<file path="src/rtl/addsub_pkg.sv">
// addsub_pkg: shared FSM state encoding and operation codes for the serial adder/subtractor.
package addsub_pkg;
  typedef enum logic [1:0] {IDLE, RUN, DONE} state_t;
  localparam logic OP_ADD = 1'b0;
  localparam logic OP_SUB = 1'b1;
endpackage

</file>
<file path="src/rtl/addsub_digit.sv">
// addsub_digit: DIGIT-wide ripple slice computing a_d + (b_d ^ sub) + cin.
module addsub_digit #(
  parameter int DIGIT = 4
) (
  input  logic [DIGIT-1:0] a_d,
  input  logic [DIGIT-1:0] b_d,
  input  logic             sub,
  input  logic             cin,
  output logic [DIGIT-1:0] s_d,
  output logic             cout
);
  assign {cout, s_d} = (DIGIT+1)'(a_d) + (DIGIT+1)'(b_d ^ {DIGIT{sub}}) + (DIGIT+1)'(cin);
endmodule

</file>
<file path="src/rtl/serial_addsub.sv">
// serial_addsub: digit-serial add/subtract with valid/ready handshakes.
// Define ADDSUB_SAT_EN to clamp signed-overflow results instead of wrapping.
module serial_addsub
  import addsub_pkg::*;
#(
  parameter int WIDTH = 16,
  parameter int DIGIT = 4
) (
  input  logic             clk,
  input  logic             rst_n,
  input  logic             in_valid,
  output logic             in_ready,
  input  logic [WIDTH-1:0] a,
  input  logic [WIDTH-1:0] b,
  input  logic             sub,
  output logic             out_valid,
  input  logic             out_ready,
  output logic [WIDTH-1:0] result,
  output logic             cout,
  output logic             ovf,
  output logic             zero
);
  localparam int N  = WIDTH / DIGIT;
  localparam int CW = (N > 1) ? $clog2(N) : 1;
  state_t state_q, state_d;
  logic [WIDTH-1:0] opa_q, opa_d, opb_q, opb_d, res_q, res_d;
  logic [CW-1:0] cnt_q, cnt_d;
  logic sub_q, sub_d, carry_q, carry_d, cout_q, cout_d, ovf_q, ovf_d, zero_q, zero_d;
  logic [31:0] sh;
  logic [WIDTH-1:0] a_sh, b_sh, dmask, raw, fin;
  logic [DIGIT-1:0] s_dig;
  logic c_dig, last, ovf_w;
  assign sh    = 32'(cnt_q) * 32'(DIGIT);
  assign a_sh  = opa_q >> sh;
  assign b_sh  = opb_q >> sh;
  assign dmask = WIDTH'({DIGIT{1'b1}}) << sh;
  assign last  = cnt_q == CW'(N - 1);
  addsub_digit #(.DIGIT(DIGIT)) u_digit (
    .a_d  (a_sh[DIGIT-1:0]),
    .b_d  (b_sh[DIGIT-1:0]),
    .sub  (sub_q),
    .cin  (carry_q),
    .s_d  (s_dig),
    .cout (c_dig)
  );
  // raw merges the digit being finished into the partial result
  assign raw   = (res_q & ~dmask) | (WIDTH'(s_dig) << sh);
  assign ovf_w = (opa_q[WIDTH-1] == (opb_q[WIDTH-1] ^ sub_q)) && (raw[WIDTH-1] != opa_q[WIDTH-1]);
`ifdef ADDSUB_SAT_EN
  assign fin = ovf_w ? {opa_q[WIDTH-1], {(WIDTH-1){~opa_q[WIDTH-1]}}} : raw;
`else
  assign fin = raw;
`endif
  always_comb begin
    state_d = state_q;
    opa_d   = opa_q;
    opb_d   = opb_q;
    sub_d   = sub_q;
    cnt_d   = cnt_q;
    carry_d = carry_q;
    res_d   = res_q;
    cout_d  = cout_q;
    ovf_d   = ovf_q;
    zero_d  = zero_q;
    if (state_q == IDLE && in_valid) begin
      opa_d   = a;
      opb_d   = b;
      sub_d   = sub;
      cnt_d   = '0;
      carry_d = (sub == OP_SUB);
      state_d = RUN;
    end else if (state_q == RUN) begin
      carry_d = c_dig;
      cnt_d   = cnt_q + 1'b1;
      res_d   = last ? fin : raw;
      if (last) begin
        cout_d  = c_dig;
        ovf_d   = ovf_w;
        zero_d  = fin == '0;
        state_d = DONE;
      end
    end else if (state_q == DONE && out_ready) begin
      state_d = IDLE;
    end
  end
  always_ff @(posedge clk or negedge rst_n) begin
    if (!rst_n) begin
      state_q <= IDLE;
      opa_q   <= '0;
      opb_q   <= '0;
      sub_q   <= 1'b0;
      cnt_q   <= '0;
      carry_q <= 1'b0;
      res_q   <= '0;
      cout_q  <= 1'b0;
      ovf_q   <= 1'b0;
      zero_q  <= 1'b0;
    end else begin
      state_q <= state_d;
      opa_q   <= opa_d;
      opb_q   <= opb_d;
      sub_q   <= sub_d;
      cnt_q   <= cnt_d;
      carry_q <= carry_d;
      res_q   <= res_d;
      cout_q  <= cout_d;
      ovf_q   <= ovf_d;
      zero_q  <= zero_d;
    end
  end
  assign in_ready  = state_q == IDLE;
  assign out_valid = state_q == DONE;
  assign result    = res_q;
  assign cout      = cout_q;
  assign ovf       = ovf_q;
  assign zero      = zero_q;
endmodule

</file>
<file path="config.mk">
export PLATFORM = sky130hd
export DESIGN_NAME = serial_addsub
export DESIGN_NICKNAME = d
export VERILOG_FILES = /design/src/rtl/addsub_pkg.sv /design/src/rtl/addsub_digit.sv /design/src/rtl/serial_addsub.sv
export SDC_FILE = /design/constraint.sdc
export NUM_CORES = 1
export LEC_CHECK = 0
export BUFFER_PORTS_ARGS = -buffer_cell sky130_fd_sc_hd__buf_2
export CAP_MARGIN = 20
export CORE_MARGIN = 2
export CORE_UTILIZATION = 50
export DETAILED_ROUTE_END_ITERATION = 12
export GPL_ROUTABILITY_DRIVEN = 1
export PLACE_DENSITY = 0.74
export SETUP_SLACK_MARGIN = 0.4
export SLEW_MARGIN = 5
export SYNTH_ARGS = -nofsm -noshare
export SYNTH_HDL_FRONTEND = slang
export SYNTH_SLANG_ARGS = --single-unit
export TNS_END_PERCENT = 1
</file>
<file path="constraint.sdc">
create_clock -name clk -period 4.6 [get_ports clk]
set_input_delay 0.23 -clock clk [delete_from_list [all_inputs] [get_ports clk]]
set_output_delay 0.23 -clock clk [all_outputs]
set_load 0.02 [all_outputs]
</file>
==> qor.csv <==
metric,value,unit
die_y,78.0,um
core,0.00520,mm^2
crit_path_max_fanout,17,
cap_violations,0,
synth.avg_cell_area,12.3,um^2
fmax,302,MHz
status,completed,
postCtsSetupRepairBufs,0,
post-route-period-util,72.0,%
ctsHoldBuffers,0,
fp-row-count,26,
tightest_slew,0.701,ns
cts-resized-gates,0,
cp-start-kind,flip-flop,
ys_seq_elements,57,
crit_arrival,3.54,ns
antenna_cells,0,
slew_headroom,53.2,%
initial_utilization,52.7,%
drc,0,
cts_tree,yes,
drive_above_1_share,41.0,%
wire_per_inst,15.3,um
synthesis.instances,223,
yosys_warnings,0,
r2r_start,cnt_q[1],
dieArea,0.00609,mm^2
root_buffer,clkbuf_8,
multi_input_area,0.00122,mm^2
fillCellCount,450,
grt_overflow,0,
first_pass_iters,5,
final_cell_mix,"dfrtp_1 (57), buf_2 (57), mux2_2 (33), nand2_1 (28), o21ai_0 (20)",
crit_path_start,cnt_q[1],
grt_pass1_vias,1961,
endpoint_kind,flip-flop,
io_pins,58,
place.gp.congestion,0.861,
die_w,78.0,um
met2_usage,32.9,%
drt-total-wl,5.51,mm
r2r_cells,8,
vias,1926,
use_met3,5.98,%
synth_top_area_share,52.0,%
clk_latency,0.33,ns
grt_pass1_wl,9.43,mm
grt_use_total,20.0,%
hp-class,input port to asynchronous set/reset pin,
clkTransAtPathRegs,0.06,ns
ant_nets,0,
synth.area.top_cells,"dfrtp_1 (52%), mux2_2 (14%), mux4_2 (6.6%)",
avgViaCountPerCell,5.35,
synth_fp_nets,269,
cts_buffers,9,
fin_crit,3.31,ns
globalRoute.busiestLayer,met2,
fin_nets,331,
regArea,0.00143,mm^2
setup_viol,0,
tns,0,ns
rsz0062_at_grt,false,
reg2reg_slack,1.29,ns
area_growth,21.1,%
drt_iter0_markers,73,
grt_max_degree,58,
seq_area_frac_synth,52.0,%
slew_viol_final,0,
clock_skew,0.0113,ns
worstPathRequired,4.83,ns
io_buffers,57,
hold_viol,0,
crit_type,flip-flop to flip-flop,
clkSinkCount,57,
netlist.top_cell.by_area,dfrtp_1,
htree_levels,3,
antenna_found_initial,0,
clockBufferDepth,2,
use_met1,25.6,%
dp_hpwl,3.98,mm
syn_area,0.00274,mm^2
yosysUniqueCellTypes,38,
r2r-end,zero,
[area by class of cell]
type | instances | share of cell area [%]
clock buffers | 14 | 4.90
clock inverters | 2 | 1.81
inverters | 12 | 1.36
multi-input cells | 144 | 36.8
flip-flops and latches | 57 | 43.0
well taps | 70 | 2.64
repair buffers | 61 | 9.50
[cells by family (layout without fill, tap and decap cells)]
group | after synthesis | in the layout | share of synthesized area, %
flops | 57 | 57 | 52.0
buf+inv | 22 | 89 | 3.51
mux | 41 | 41 | 20.1
xor+xnor | 8 | 8 | 2.56
compound gates | 38 | 38 | 9.27
simple gates | 48 | 48 | 7.85
fa+ha+maj | 9 | 9 | 4.66
[flip-flops by register name, summed over array words and instances, names as in the netlist]
name,cells
result,16
state_q,2
carry_q,1
opb_q,16
cout,1
opa_q,16
cnt_q,2
sub_q,1
ovf,1
zero,1
[worst max-delay path by stage]
stage | to | slack, ns | depth (start not counted)
4_1_cts | zero | 1.27 | 8
3_5_place_dp | zero | 1.28 | 8
6_report | zero | 1.29 | 8
3_3_place_gp | zero | 1.38 | 8
5_1_grt | zero | 1.11 | 8
2_1_floorplan | zero | 1.29 | 10
[Yosys cell counts]
master / instances
a2111o_1: 1
a211o_1: 1
a21o_1: 2
a21oi_1: 4
a221oi_1: 1
a22o_1: 1
a22oi_1: 1
a41oi_2: 1
and3_1: 1
buf_2: 8
buf_4: 1
clkbuf_1: 1
dfrtp_1: 57
fa_1: 2
ha_1: 7
inv_1: 11
inv_2: 1
mux2_2: 33
mux4_2: 8
nand2_1: 28
nand3_1: 4
nand3b_1: 1
nand4_1: 1
nand4b_1: 1
nor2_1: 7
nor2b_1: 2
nor3b_1: 1
nor4_1: 1
o211ai_1: 1
o21ai_0: 20
o21bai_1: 1
o31a_1: 1
o31ai_1: 1
o32a_1: 1
o41ai_2: 1
or3b_1: 1
xnor2_1: 2
xor2_1: 6
[metrics by stage]
step	setup slack (ns)	hold slack (ns)	instances	util, %	instance area [um^2]
2_1_floorplan	1.29	-0.0656	223	-	2740
3_3_place_gp	1.38	0.402	343	59.4	3090
3_5_place_dp	1.28	0.405	343	59.4	3090
4_1_cts	1.27	0.0536	359	63.7	3310
5_1_grt	1.11	0.0638	360	63.8	3320
6_report	1.29	0.0261	360	63.8	3320
[critical path, stage by stage, from the launching register on]
cell and delay (ns):
dfrtp_1 0.69, mux4_2 0.40, xnor2_1 0.16, fa_1 0.43, fa_1 0.61, nor2_1 0.06, a221oi_1 0.21, or3b_1 0.38
o41ai_2 0.28
[per-layer routing]
metal / vias to the layer above / wire length, um
met1: 951 / 2450
li1: 914 / -
met2: 55 / 2700
met4: 0 / 65
met3: 6 / 285
met5: - / 0
Power is not shown: default switching activity piles up to over one toggle a cycle in this logic, so the estimate is an artifact.
